===== src/rtl/pipe_ctrl_pkg.sv =====
`default_nettype none
//==============================================================================
// Module      : pipe_ctrl_pkg
// Description : Shared definitions for the 5-stage pipeline hazard controller.
//               Defines the stage count, the index of each pipe register in the
//               stall/flush vectors, the controller state type and a helper
//               that builds one-hot stage masks.
// Revision    : 1.0 - initial release
//==============================================================================
package pipe_ctrl_pkg;

    localparam int NUM_STAGES = 4;

    // Bit positions in the stall/flush vectors
    localparam int STG_IFID  = 0;
    localparam int STG_IDEX  = 1;
    localparam int STG_EXMEM = 2;
    localparam int STG_MEMWB = 3;

    typedef enum logic [0:0] {
        RUN    = 1'b0,
        SQUASH = 1'b1
    } ctrl_state_t;

    // One-hot mask selecting a single pipe register
    function automatic logic [NUM_STAGES-1:0] stage_bit(input int stg);
        return {{(NUM_STAGES-1){1'b0}}, 1'b1} << stg;
    endfunction

endpackage
`default_nettype wire


===== src/rtl/pipe_hazard_detect.sv =====
`default_nettype none
//==============================================================================
// Module      : pipe_hazard_detect
// Description : Combinational load-use hazard detector. Flags when the
//               instruction in ID reads a register that the load in EX is
//               about to write. x0 is never a hazard.
// Ports       : i_id_valid, i_id_rs1, i_id_rs2, i_id_use_rs1, i_id_use_rs2
//               i_ex_valid, i_ex_is_load, i_ex_rd
//               o_load_use - hazard present this cycle
// Revision    : 1.0 - initial release
//==============================================================================
module pipe_hazard_detect #(
    parameter int REG_W = 5
) (
    input  logic             i_id_valid,
    input  logic [REG_W-1:0] i_id_rs1,
    input  logic [REG_W-1:0] i_id_rs2,
    input  logic             i_id_use_rs1,
    input  logic             i_id_use_rs2,
    input  logic             i_ex_valid,
    input  logic             i_ex_is_load,
    input  logic [REG_W-1:0] i_ex_rd,
    output logic             o_load_use
);

    logic w_rs1_hit;
    logic w_rs2_hit;
    logic w_load_live;

    assign w_rs1_hit   = i_id_use_rs1 && (i_id_rs1 == i_ex_rd);
    assign w_rs2_hit   = i_id_use_rs2 && (i_id_rs2 == i_ex_rd);
    // Writes to x0 are discarded, so a load targeting x0 never blocks
    assign w_load_live = i_ex_valid && i_ex_is_load && (i_ex_rd != '0);
    assign o_load_use  = i_id_valid && w_load_live && (w_rs1_hit || w_rs2_hit);

endmodule
`default_nettype wire


===== src/rtl/pipe_ctrl.sv =====
`default_nettype none
//==============================================================================
// Module      : pipe_ctrl
// Description : Hazard/sequencing controller for a 5-stage RV32I pipeline.
//               Produces per-pipe-register stall/flush, PC hold and PC
//               redirect. Handles load-use bubbles, taken-branch squash with
//               a configurable kill window, and imem/dmem wait stalls.
//               Priority: sync_rst > dmem_busy > taken branch > SQUASH
//               kill / load-use > imem_busy.
// Ports       : clk, sync_rst (synchronous, active-high)
//               id_* / ex_*     - hazard and branch inputs from ID and EX
//               imem_busy, dmem_busy - memory wait inputs
//               stall[3:0], flush[3:0] - [0]=IF/ID [1]=ID/EX [2]=EX/MEM [3]=MEM/WB
//               pc_hold, pc_redirect, redirect_pc
// Option      : PIPE_CTRL_STATS_EN adds saturating counters bubble_cnt,
//               redirect_cnt and memwait_cnt (32 bit each).
// Revision    : 1.0 - initial release
//==============================================================================
module pipe_ctrl
    import pipe_ctrl_pkg::*;
#(
    parameter int XLEN          = 32,
    parameter int REG_W         = 5,
    parameter int SQUASH_CYCLES = 1
) (
    input  logic                  clk,
    input  logic                  sync_rst,
    input  logic                  id_valid,
    input  logic [REG_W-1:0]      id_rs1,
    input  logic [REG_W-1:0]      id_rs2,
    input  logic                  id_use_rs1,
    input  logic                  id_use_rs2,
    input  logic                  ex_valid,
    input  logic                  ex_is_load,
    input  logic [REG_W-1:0]      ex_rd,
    input  logic                  ex_br_taken,
    input  logic [XLEN-1:0]       ex_br_target,
    input  logic                  imem_busy,
    input  logic                  dmem_busy,
    output logic [NUM_STAGES-1:0] stall,
    output logic [NUM_STAGES-1:0] flush,
    output logic                  pc_hold,
    output logic                  pc_redirect,
    output logic [XLEN-1:0]       redirect_pc
`ifdef PIPE_CTRL_STATS_EN
    ,
    output logic [31:0]           bubble_cnt,
    output logic [31:0]           redirect_cnt,
    output logic [31:0]           memwait_cnt
`endif
);

    localparam logic [NUM_STAGES-1:0] c_MASK_ALL  = '1;
    // Back end frozen behind MEM, MEM/WB emits a bubble
    localparam logic [NUM_STAGES-1:0] c_STALL_MEM = stage_bit(STG_IFID) | stage_bit(STG_IDEX)
                                                  | stage_bit(STG_EXMEM);
    localparam logic [NUM_STAGES-1:0] c_FLUSH_MEM = stage_bit(STG_MEMWB);
    // Kill the two younger instructions fetched down the wrong path
    localparam logic [NUM_STAGES-1:0] c_FLUSH_BR  = stage_bit(STG_IFID) | stage_bit(STG_IDEX);
    // Hold the consumer in ID, inject a bubble into EX
    localparam logic [NUM_STAGES-1:0] c_STALL_LU  = stage_bit(STG_IFID);
    localparam logic [NUM_STAGES-1:0] c_FLUSH_LU  = stage_bit(STG_IDEX);
    localparam logic [NUM_STAGES-1:0] c_FLUSH_IF  = stage_bit(STG_IFID);
    localparam logic [3:0]            c_SQ_RELOAD = (SQUASH_CYCLES > 0) ? 4'(SQUASH_CYCLES - 1) : 4'd0;

    ctrl_state_t r_state;
    ctrl_state_t w_state_nxt;
    logic [3:0]  r_cnt;
    logic [3:0]  w_cnt_nxt;
    logic        w_load_use;
    logic        w_br;

    pipe_hazard_detect #(
        .REG_W (REG_W)
    ) u_hazard (
        .i_id_valid   (id_valid),
        .i_id_rs1     (id_rs1),
        .i_id_rs2     (id_rs2),
        .i_id_use_rs1 (id_use_rs1),
        .i_id_use_rs2 (id_use_rs2),
        .i_ex_valid   (ex_valid),
        .i_ex_is_load (ex_is_load),
        .i_ex_rd      (ex_rd),
        .o_load_use   (w_load_use)
    );

    assign w_br = ex_valid && ex_br_taken;

    always_ff @(posedge clk) begin
        if (sync_rst) begin
            r_state <= RUN;
            r_cnt   <= 4'd0;
        end else begin
            r_state <= w_state_nxt;
            r_cnt   <= w_cnt_nxt;
        end
    end

    always_comb begin
        stall       = '0;
        flush       = '0;
        pc_hold     = 1'b0;
        pc_redirect = 1'b0;
        redirect_pc = '0;
        w_state_nxt = r_state;
        w_cnt_nxt   = r_cnt;

        if (sync_rst) begin
            flush   = c_MASK_ALL;
            pc_hold = 1'b1;
        end else if (dmem_busy) begin
            // Whole controller frozen; a pending branch is re-seen next cycle
            stall   = c_STALL_MEM;
            flush   = c_FLUSH_MEM;
            pc_hold = 1'b1;
        end else if (w_br) begin
            pc_redirect = 1'b1;
            redirect_pc = ex_br_target;
            flush       = c_FLUSH_BR;
            w_cnt_nxt   = c_SQ_RELOAD;
            w_state_nxt = (SQUASH_CYCLES == 0) ? RUN : SQUASH;
        end else if (r_state == SQUASH) begin
            // Fetch keeps going but whatever lands in IF/ID is stale
            flush = c_FLUSH_IF;
            if (r_cnt == 4'd0) begin
                w_state_nxt = RUN;
            end else begin
                w_cnt_nxt = r_cnt - 4'd1;
            end
        end else if (w_load_use) begin
            stall   = c_STALL_LU;
            flush   = c_FLUSH_LU;
            pc_hold = 1'b1;
        end else if (imem_busy) begin
            flush   = c_FLUSH_IF;
            pc_hold = 1'b1;
        end
    end

`ifdef PIPE_CTRL_STATS_EN
    // A stall pattern of exactly IF/ID only arises from a load-use bubble
    always_ff @(posedge clk) begin
        if (sync_rst) begin
            bubble_cnt   <= 32'd0;
            redirect_cnt <= 32'd0;
            memwait_cnt  <= 32'd0;
        end else begin
            if ((stall == c_STALL_LU) && (bubble_cnt != 32'hFFFF_FFFF))
                bubble_cnt <= bubble_cnt + 32'd1;
            if (pc_redirect && (redirect_cnt != 32'hFFFF_FFFF))
                redirect_cnt <= redirect_cnt + 32'd1;
            if (dmem_busy && (memwait_cnt != 32'hFFFF_FFFF))
                memwait_cnt <= memwait_cnt + 32'd1;
        end
    end
`endif

endmodule
`default_nettype wire


===== config.mk =====
export PLATFORM = sky130hd
export DESIGN_NAME = pipe_ctrl
export DESIGN_NICKNAME = d
export VERILOG_FILES = /design/src/rtl/pipe_ctrl_pkg.sv /design/src/rtl/pipe_hazard_detect.sv /design/src/rtl/pipe_ctrl.sv
export SDC_FILE = /design/constraint.sdc
export NUM_CORES = 1
export LEC_CHECK = 0
export ABC_CLOCK_PERIOD_IN_PS = 4050
export BUFFER_PORTS_ARGS = -buffer_cell sky130_fd_sc_hd__clkbuf_2
export CAP_MARGIN = 15
export CORE_MARGIN = 3
export CORE_UTILIZATION = 33
export DETAILED_ROUTE_END_ITERATION = 10
export GPL_TIMING_DRIVEN = 0
export MAX_ROUTING_LAYER = met4
export PLACE_DENSITY = 0.88
export SETUP_SLACK_MARGIN = 0.5
export SLEW_MARGIN = 20
export SYNTH_ARGS = -nofsm -noshare
export SYNTH_HDL_FRONTEND = slang
export SYNTH_HIERARCHICAL = 1
export SYNTH_SLANG_ARGS = --single-unit

===== constraint.sdc =====
create_clock -name clk -period 4.05 [get_ports clk]
set_clock_uncertainty 0.2 [all_clocks]
set_input_delay 0.81 -clock clk [delete_from_list [all_inputs] [get_ports clk]]
set_output_delay 0.81 -clock clk [all_outputs]
set_load 0.1 [all_outputs]

-- Yosys cells after proc, flatten, opt, wreduce, memory -nomap -nowiden
Cells that the tools add are included.
- logic and storage cells: 48
- flip-flop bits (word level): 5
- output and inout port bits: 42
- bits of input ports: 57
- equality and inequality tests: 3
- reductions and logical operators: 12
- $add $sub $neg: 1
- bitwise logic cells: 1
- multiplexer cells: 29
- operators by type and width (kind ; number):
    $mux W32 ; 3
    $mux W4 ; 5
    $mux W1 ; 16
    $eq A5 B5 Y1 ; 2
    $logic_and A1 B1 Y1 ; 7
    $mux W2 ; 3
    $mux W3 ; 2
    $reduce_bool A5 Y1 ; 1
    $logic_not A4 Y1 ; 1
    $sub A4 B1 Y4 const B ; 1
    $reduce_and A3 Y1 ; 1
    $ne A2 B2 Y1 const B ; 1
    $reduce_bool A2 Y1 ; 1
    $logic_or A1 B1 Y1 ; 1
    $not A1 Y1 ; 1

-- Longest topological paths before layout
Gate-level depths: netlist of run 1.
- word-level depth: 9
- gate-level depth with buffers: 6
- gate-level depth less buffers: 6

-- Hierarchy
Netlist of run 1, hierarchy kept.
- modules (own cells, without submodules) (module ; instances ; cells each ; area an instance (um^2) ; seq. area each (um^2)):
    pipe_ctrl ; 1 ; 82 ; 596.8 ; 100.1
    pipe_hazard_detect ; 1 ; 17 ; 131.4 ; 0.0

-- Least setup slack after synthesis of run 1
Ideal clock, no wire load.
- path kind: input-to-output
- start: in sync_rst
- end: out flush[0]
- path slack: -0.315 ns
- data required time: 3.040 ns
- data arrival time: 3.355 ns
- stages: 2
- buffers on the path: 0
- cell sequence: nor2b_1 a31oi_1
- cells in the longest elaborated chain, start to end: 1
- RTL lines (item ; line ; RTL):
    start: declaration ; pipe_ctrl.sv:27 ; input logic sync_rst,
    $mux W4 ; pipe_ctrl.sv:108 ; if (sync_rst) begin
    end: declaration ; pipe_ctrl.sv:41 ; output logic [NUM_STAGES-1:0] flush,
Every way passes these cells.

-- Worst setup path in the final report of run 1
- start: in ex_rd[3]
- end: out stall[0]
- cells in the longest elaborated chain, start to end: 9
- elaborated cells between the ends (all ways): 14
- classes of those cells: eq/ne (2); mux (5); reduce/logical (7)
- RTL lines (item ; line ; RTL):
    start: declaration ; pipe_ctrl.sv:35 ; input logic [REG_W-1:0] ex_rd,
    $eq A5 B5 Y1, or another cell as far along ; pipe_hazard_detect.sv:30 ; assign w_rs1_hit = i_id_use_rs1 && (i_id_rs1 == i_ex_rd);
    $logic_and A1 B1 Y1 (on tied branches) ; pipe_hazard_detect.sv:30, pipe_hazard_detect.sv:31, pipe_hazard_detect.sv:33 ;
    $logic_or A1 B1 Y1 / $logic_and A1 B1 Y1 (equally long branches) ; pipe_hazard_detect.sv:34 ; assign o_load_use = i_id_valid && w_load_live && (w_rs1_hit || w_rs2_hit);
    $logic_and A1 B1 Y1 * ; pipe_hazard_detect.sv:34 ;
    via w_load_use ; pipe_ctrl.sv:70 ; logic w_load_use;
    $mux W1 * ; pipe_ctrl.sv:130 ; end else if (w_load_use) begin
    $mux W1 * ; pipe_ctrl.sv:122 ; end else if (r_state == SQUASH) begin
    $mux W1 * ; pipe_ctrl.sv:116 ; end else if (w_br) begin
    $mux W3 * ; pipe_ctrl.sv:111 ; end else if (dmem_busy) begin
    $mux W3 * ; pipe_ctrl.sv:108 ;
    end: declaration ; pipe_ctrl.sv:40 ; output logic [NUM_STAGES-1:0] stall,
Mark *: on every way through the listed nets, which the timed path passes. The rest lies on a longest branch.

==> results of run 1 <==
-- worst min-delay path by stage --
stage               slack (ps)  depth (start not counted)     start  endpoint
detailed placement         280                          1  r_cnt[3]  r_cnt[3]
floorplan                  250                          1  r_cnt[3]  r_cnt[3]
finish                     290                          1  r_cnt[3]  r_cnt[3]
CTS                        290                          1  r_cnt[3]  r_cnt[3]
global placement           280                          1  r_cnt[3]  r_cnt[3]
global route               340                          1  r_cnt[3]  r_cnt[3]
-- sequential cells by signal, summed over array words and instances (netlist names) --
signal   count
r_cnt        4
r_state      1
-- area by class of cell --
cell class              instances  area (um2)
clock buffers                   4       26.28
multi-input cells              84       626.9
repair buffers                 97       496.7
fillers                       176       683.2
well taps                      27       33.78
plain buffers                   6       40.04
flip-flops and latches          5       100.1
inverters                       4       15.01
-- synthesized netlist by cell type, types with 2 or more instances --
master / number / area, um2
buf_4: 4 / 30.03
and2_1: 33 / 206.5
inv_1: 4 / 15.01
xnor2_1: 2 / 17.52
nor2b_1: 2 / 12.51
nand3_1: 3 / 15.01
nand2b_1: 2 / 12.51
nand2_1: 4 / 15.01
ha_1: 2 / 25.02
dfxtp_1: 5 / 100.1
a31oi_1: 2 / 12.51
nand3b_1: 3 / 22.52
clkbuf_2: 2 / 10.01
xor2_1: 8 / 70.07
nor4_1: 2 / 12.51
a21oi_1: 4 / 20.02
o22ai_1: 2 / 12.51
-- critical path: stages --
cell and delay, ps:
clkbuf_2 110, xor2_1 180, nor4_1 300, nand3_1 120, a21oi_1 270, a31o_2 190, buf_2 420
-- cells in the final DEF (no fill, tap or decap), drive strengths merged --
master / netlist / routed
nor4: 2 / 2
o31ai: 1 / 1
a31oi: 2 / 2
nor2: 1 / 1
a31o: 1 / 1
conb: 1 / 1
xor2: 8 / 8
o32ai: 1 / 1
o2111ai: 1 / 1
nand4: 1 / 1
o21bai: 1 / 1
nand3: 3 / 3
a211oi: 1 / 1
nand2: 4 / 4
nor2b: 2 / 2
dfxtp: 5 / 5
o21ai: 1 / 1
clkbuf: 2 / 100
ha: 2 / 2
nor3: 1 / 1
or3b: 1 / 1
or4: 1 / 1
o22ai: 2 / 2
nand3b: 3 / 3
nand2b: 2 / 2
inv: 4 / 4
or2: 1 / 1
a21oi: 4 / 4
buf: 4 / 7
xnor2: 2 / 2
and2: 34 / 34
-- layer usage --
layer	routed length, um	up-vias	track usage (%)
met2	1453	66	37.40
li1	-	532	-
met3	363	6	7.606
met5	0	-	-
met4	18	0	2.128
met1	1017	458	18.52
-- logic make-up after synthesis --
kind of cell / count (synthesis)
buf+inv: 10
other cells: 1
xor+xnor: 10
flops: 5
simple gates: 56
compound gates: 15
fa+ha+maj: 2
-- power breakdown --
group          total [mW]  switching (mW)  internal [mW]
registers          0.0503        0.000455         0.0498
clock network      0.0574          0.0202         0.0372
logic               0.154           0.110         0.0433
-- stage by stage --
step | util (%) | total power [mW] | instance area, um2 | instances | hold slack [ps]
floorplan | - | 0.1590 | 782.0 | 99 | 254.7
global placement | 64.36 | 0.1999 | 1301 | 223 | 283.4
detailed placement | 64.36 | 0.2021 | 1301 | 223 | 283.3
CTS | 65.78 | 0.2619 | 1330 | 227 | 289.5
global route | 66.21 | 0.2732 | 1339 | 227 | 339.1
finish | 66.21 | 0.2613 | 1339 | 227 | 293.5
-- timing repair --
item                                    4_1_cts  5_1_grt
pin swaps                                     0        0
endpoints found under the setup margin        1        4
gates resized for setup                       1        8
hold buffers                                  0        0
==> results_dict.tcl, run 1 <==
set metrics [dict create \
    synth_ff_type "dfxtp_1" \
    period_minus_slack_ps 3406 \
    cts.sinks 5 \
    end_kind "output port" \
    slew_viol_final 0 \
    critical_path_class "in2out" \
    die_w_um 52.98 \
    ys_seq_area_share_pct 13.75 \
    drv_cap 0 \
    synth_top_family_by_area "simple AND/OR/NAND/NOR gates" \
    synth_fa_ha_area_share_pct 3.436 \
    antenna_left 0 \
    vias 1062 \
    postSynthRegisterBits 5 \
    crit_start "ex_rd[3]" \
    critPathCapture "stall[0]" \
    cp_max_fo 4 \
    max_slew_margin_pct 62.92 \
    dr.pass1.iters 4 \
    status "finished, final reports clean" \
    io_pins 99 \
    syn_to_final_growth_pct 83.85 \
    hp-class "reg2reg" \
    via_per_inst 4.678 \
    rsz0062_at_grt "true" \
    grt_pass1_vias 938 \
    p_leak_nw 0.7539 \
    worstMarginPinSlew_ps 558.6 \
    syn_area_um2 728.2 \
    wirelength_um 2853 \
    timing.rr.start "r_cnt[0]" \
    wl_per_cell_um 12.57 \
    hold_violations 0 \
    syn_nets 158 \
    grt_max_degree 11 \
    fin_setup_tns_ps 0 \
    cts_tree "built" \
    r2r-end "r_cnt[1]" \
    drive_gt1_share_pct 72.00 \
    track_usage_pct 19.36 \
    drtIter0Drc 34 \
    grt_overflow 0 \
    antenna_found_initial 0 \
    vdd_drop_max_uv 213.9 \
    syn_avg_cell_area_um2 7.356 \
    rows 16 \
    worstSkewPairLatency_ps 240 \
    synth_edf_count 0 \
    p_per_area_nw_per_um2 195.2 \
    r2r_setup_slack_ps 2450 \
    post-cts-setup-buffers 0 \
    async_reset_ff_share_pct 0 \
    dp_hpwl_um 2516 \
    finalNetCount 260 \
    htreeDepth 1 \
    finalSetupViolCount 0 \
    synth-compound-area-share_pct 14.26 \
    clock.fmax_ghz 0.2936 \
    synth_cells 99 \
    io_buffers 97 \
    dieArea_um2 2806 \
    start_util_pct 36.01 \
    clk_pin_slew_worst_paths_ps 40 \
    ys_types 32 \
    cp-start-kind "input pin" \
    cts_buffers 3 \
    synth_mux_area_share_pct 0 \
    synth_warnings 6 \
    fp.dieH_um 52.98 \
    arrival_ps 2400 \
    root_buffer "clkbuf_4" \
    synthXorXnorAreaFrac_pct 12.03 \
    reg2regPathDepth 5 \
    clk_path_buf_depth 2 \
    finalCritPeriodShare_pct 84.10 \
    required_ps 3040 \
    antennaDiodeCount 0 \
    synthSimpleGateAreaFrac_pct 48.45 \
    core-area_um2 2022 \
    gp_congestion 0.8309 \
    grt_pass1_wl_um 4015 \
    place_ws_ps 461.1 \
    worst_slack_ps 644.1 \
    drc 0 \
]
No activity file was read; power rests on OpenSTA's default activity.
==> run 2, diff against run 1 <==
ABC_CLOCK_PERIOD_IN_PS = 3300   (was 4050)
CORE_UTILIZATION = 31   (was 33)
PLACE_DENSITY = 0.84   (was 0.88)
clock period = 3.3 ns   (was 4.05 ns; I/O delays follow)
==> run 2 against run 1 <==
Net effect:
- power grew 37%
- sequential cell count is the same
- clock-buffer cell count unchanged
- register-to-register slack worse by 750 ps
- non-clock buffer count increased by 1
- worst hold slack better by 3.3 ps
- routed wire length up 29%
- critical path type unchanged
==> results_dict.tcl, run 2 (same netlist as run 1, synthesis figures left out) <==
set metrics [dict create \
    finalNetCount 261 \
    dp_hpwl_um 2577 \
    path_buf_inv 2 \
    drtIter0Drc 13 \
    period_minus_slack_ps 3043 \
    antenna_left 0 \
    required_ps 2440 \
    grt_max_degree 11 \
    p_leak_nw 0.8588 \
    start_util_pct 34.98 \
    critical_path_class "in2out" \
    slew_viol_final 0 \
    cts_buffers 3 \
    cts.sinks 5 \
    core-area_um2 2082 \
    die_w_um 54.47 \
    power_frac_comb_pct 63.2 \
    p_int_uw 186.4 \
    vdd_drop_max_uv 324.1 \
    reg_top3 "r_cnt x4, r_state x1" \
    grt_overflow 0 \
    seqPwrFrac_pct 17.3 \
    gp_congestion 0.8133 \
    largest_reg_flops 4 \
    hp-class "reg2reg" \
    slowest_delay_ps 330 \
    io_buffers 97 \
    multiInputGateArea_um2 711.9 \
    clk_path_buf_depth 2 \
    place_ws_ps -13.01 \
    clock.fmax_ghz 0.3286 \
    stdcell_count 228 \
    syn_to_final_growth_pct 132.6 \
    dieArea_um2 2966 \
    hold_violations 0 \
    htreeDepth 1 \
    clk_pin_slew_worst_paths_ps 40 \
    placed_cell_area_um2 1350 \
    worstMarginPinSlew_ps 651.8 \
    dr.pass1.iters 4 \
    drv_cap 0 \
    drc 0 \
    switching_share_pct 47.91 \
    cp-start-kind "input pin" \
    rows 16 \
    worstSkewPairLatency_ps 240 \
    grt_pass1_wl_um 4788 \
    vias 1123 \
    wl_per_cell_um 16.18 \
    worst_slack_ps 257.0 \
    finalCritPeriodShare_pct 92.21 \
    fin_setup_tns_ps 0 \
    crit_chain "clkbuf_8, xor2_1, nor4_1, nand3_1, a21oi_4, nand2b_4, a31oi_4, clkbuf_16" \
    cp_max_fo 4 \
    max_slew_margin_pct 56.55 \
    status "finished, final reports clean" \
    drive_gt1_share_pct 76.12 \
    via_per_inst 4.925 \
    antennaDiodeCount 0 \
    ctsHoldBuffers 0 \
    root_buffer "clkbuf_4" \
    cpMaxStageDelayCell "nor4_1" \
    dpl.cell_count 223 \
    track_usage_pct 22.79 \
    regMostFlops "r_cnt" \
    grt_pass1_vias 1109 \
    hold_ws_ps 296.8 \
    antenna_found_initial 0 \
    switchingPower_uw 171.5 \
    fillers 124 \
    finalSetupViolCount 0 \
    io_pins 99 \
    rsz0062_at_grt "true" \
    final_common_cell "clkbuf_2" \
    finalPower_uw 357.9 \
    cts_tree "built" \
    seq_area_um2 100.1 \
    cpLargestDelayFamily "simple AND/OR/NAND/NOR gates" \
    clkPwrFrac_pct 19.5 \
    end_kind "output port" \
    fin_area_um2 1694 \
    fp.dieH_um 54.47 \
    p_per_area_nw_per_um2 211.3 \
    post-route-util_pct 81.37 \
    arrival_ps 2180 \
    wirelength_um 3689 \
    final_cell_mix "clkbuf_2, and2_2, buf_6, clkbuf_4, and2_4" \
]
-- run 2: changes by cell type in the layout (fill, tap and decap cells not counted), sizes merged --
cell	previous run	this run
buf	7	29
clkbuf	100	79
-- run 2: layout make-up --
type / count / area share (%)
Clock buffer: 4 / 1.551
Buffer: 6 / 2.585
Multi-Input combinational cell: 84 / 42.02
Timing Repair Buffer: 98 / 45.05
Inverter: 4 / 0.8863
Tap cell: 27 / 1.994
Sequential cell: 5 / 5.908
-- run 2: worst paths after layout --
check / end / depth (start not counted) / from / slack [ps]
setup / recovery: flush[0] / 8 / ex_rd[2] / 260
hold / removal: r_cnt[3] / 1 / r_cnt[3] / 300
setup reg to reg: r_cnt[1] / 5 / r_cnt[0] / 1700
hold reg to reg: r_cnt[3] / 1 / r_cnt[3] / 300
-- run 2: layer usage --
layer / global-route usage, % / share of wire, % / up-vias
li1: - / - / 537
met1: 18.09 / 30 / 500
met2: 47.61 / 55 / 76
met3: 7.084 / 11 / 10
met4: 7.054 / 3.0 / 0
met5: - / 0 / -
-- run 2: what timing repair did --
action / 4_1_cts / 5_1_grt
buffers inserted: 1 / 0
pin swaps: 3 / 4
endpoints found under the setup margin: 33 / 25
gates resized for setup: 51 / 47
-- run 2: power groups by stage --
stage | logic [mW] | clock network [mW] | registers (mW)
after floorplan | 0.139 | 0 | 0.0627
after global placement | 0.190 | 0 | 0.0628
after detailed placement | 0.192 | 0 | 0.0628
after CTS | 0.215 | 0.0721 | 0.0618
after global routing | 0.236 | 0.0773 | 0.0619
final | 0.226 | 0.0699 | 0.0619
==> run 3, diff against run 2 <==
CORE_MARGIN = 2   (was 3)
==> run 3 against run 2 <==
Net effect:
- sequential share of layout area down 0.30 points
- highest routed layer unchanged
- non-clock buffer count unchanged
- via count shrank 1.5%
- combinational power is 4% higher
- largest power group unchanged
- die area decreased by 7.2%
- critical path depth decreased by 1
==> results_dict.tcl, run 3 (same netlist as run 1, synthesis figures left out) <==
set metrics [dict create \
    grt_pass1_vias 996 \
    r2r_setup_slack_ps 1700 \
    rows 17 \
    syn_to_final_growth_pct 145.0 \
    reg2regPathDepth 5 \
    critical_path_class "in2out" \
    core-area_um2 2212 \
    io_pins 99 \
    hold_depth 1 \
    p_leak_nw 0.8780 \
    reg_top3 "r_cnt x4, r_state x1" \
    cts_tree "built" \
    required_ps 2440 \
    antenna_left 0 \
    dpl.cell_count 224 \
    status "finished, final reports clean" \
    drive_gt1_share_pct 79.60 \
    via_per_inst 4.830 \
    r2r-end "r_cnt[1]" \
    vdd_drop_max_uv 221.3 \
    finalCritPeriodShare_pct 91.75 \
    finalNetCount 261 \
    worstSkewPairLatency_ps 250 \
    dr.pass1.iters 4 \
    io_buffers 97 \
    min_to "r_cnt[3]" \
    post-route-util_pct 80.66 \
    dieArea_um2 2753 \
    timing.rr.start "r_cnt[0]" \
    antenna_found_initial 0 \
    track_usage_pct 23.18 \
    wl_per_cell_um 15.41 \
    cp_max_fo 4 \
    max_slew_margin_pct 57.94 \
    drtIter0Drc 14 \
    grt_overflow 0 \
    vias 1106 \
    cts.sinks 5 \
    p_per_area_nw_per_um2 207.4 \
    root_buffer "clkbuf_4" \
    stdcell_count 229 \
    cts_buffers 3 \
    largest_reg_flops 4 \
    clk_pin_slew_worst_paths_ps 40 \
    grt_pass1_wl_um 4574 \
    wirelength_um 3528 \
    final_common_cell "clkbuf_2" \
    slew_viol_final 0 \
    clock.fmax_ghz 0.3303 \
    clk_path_buf_depth 2 \
    fp.dieH_um 52.47 \
    finalSetupViolCount 0 \
    period_minus_slack_ps 3028 \
    htreeDepth 1 \
    rsz0062_at_grt "true" \
    hp-class "reg2reg" \
    worstMarginPinSlew_ps 630.9 \
    arrival_ps 2170 \
    drv_cap 0 \
    die_w_um 52.47 \
    grt_max_degree 11 \
    end_kind "output port" \
    regMostFlops "r_cnt" \
    hp-start "r_cnt[3]" \
    cp-start-kind "input pin" \
    dp_hpwl_um 2245 \
    hold_violations 0 \
    start_util_pct 32.92 \
    antennaDiodeCount 0 \
    final_cell_mix "clkbuf_2, and2_2, clkbuf_8, clkbuf_4, and2_4" \
    gp_congestion 0.7305 \
    drc 0 \
]
run 3: critical path, stage by stage:
cell and delay (ps):
buf_8 100, or4_4 550, o2111ai_4 220, a21oi_4 70, nand2b_4 150, a31oi_4 190
clkbuf_16 220
run 3: layout make-up:
type                    count  area [um2]
flip-flops and latches      5       100.1
repair buffers             98       805.8
plain buffers               6       48.80
inverters                   4       15.01
clock buffers               4       26.28
well taps                  28       35.03
multi-input cells          84       753.2
fillers                   149       427.9
run 3: per-stage QoR:
stage	hold WS, ps	area (um2)	TNS, ps	setup slack (ps)	total power [mW]
floorplan	254.7	830.8	0	201.0	0.2016
global placement	292.9	1351	-22.83	-22.83	0.2528
detailed placement	286.9	1351	-32.90	-32.90	0.2544
CTS	294.1	1697	0	313.5	0.3584
global route	339.1	1784	0	234.3	0.3879
finish	307.6	1784	0	272.1	0.3701
run 3: metal layers:
metal | global-route usage (%) | vias to the layer above | part of all wire [%]
li1 | - | 530 | -
met1 | 22.43 | 506 | 33
met3 | 4.571 | 14 | 7.4
met4 | 9.829 | 0 | 3.9
met2 | 44.17 | 56 | 55
met5 | - | - | 0
run 3: how the worst max path moves through the flow:
stage	to	from	cells past startpoint	slack, ps
after global routing	flush[0]	ex_rd[0]	7	230
after global placement	flush[0]	ex_rd[2]	7	-20
after detailed placement	flush[0]	ex_rd[2]	7	-30
after CTS	flush[0]	ex_rd[1]	7	310
after floorplan	flush[0]	ex_rd[2]	5	200
final	flush[0]	ex_rd[1]	7	270
run 3: where the power goes:
part	switching (mW)	internal [mW]	total, mW
Sequential	0.000816	0.0611	0.0619
Clock	0.0279	0.0459	0.0738
Combinational	0.150	0.0840	0.234
run 3: timing repair:
item	4_1_cts	5_1_grt
hold buffers	0	0
pin swaps	6	10
endpoints found under the hold margin	0	0
endpoints found under the setup margin	33	37
setup buffers	1	0
gates resized for setup	68	28
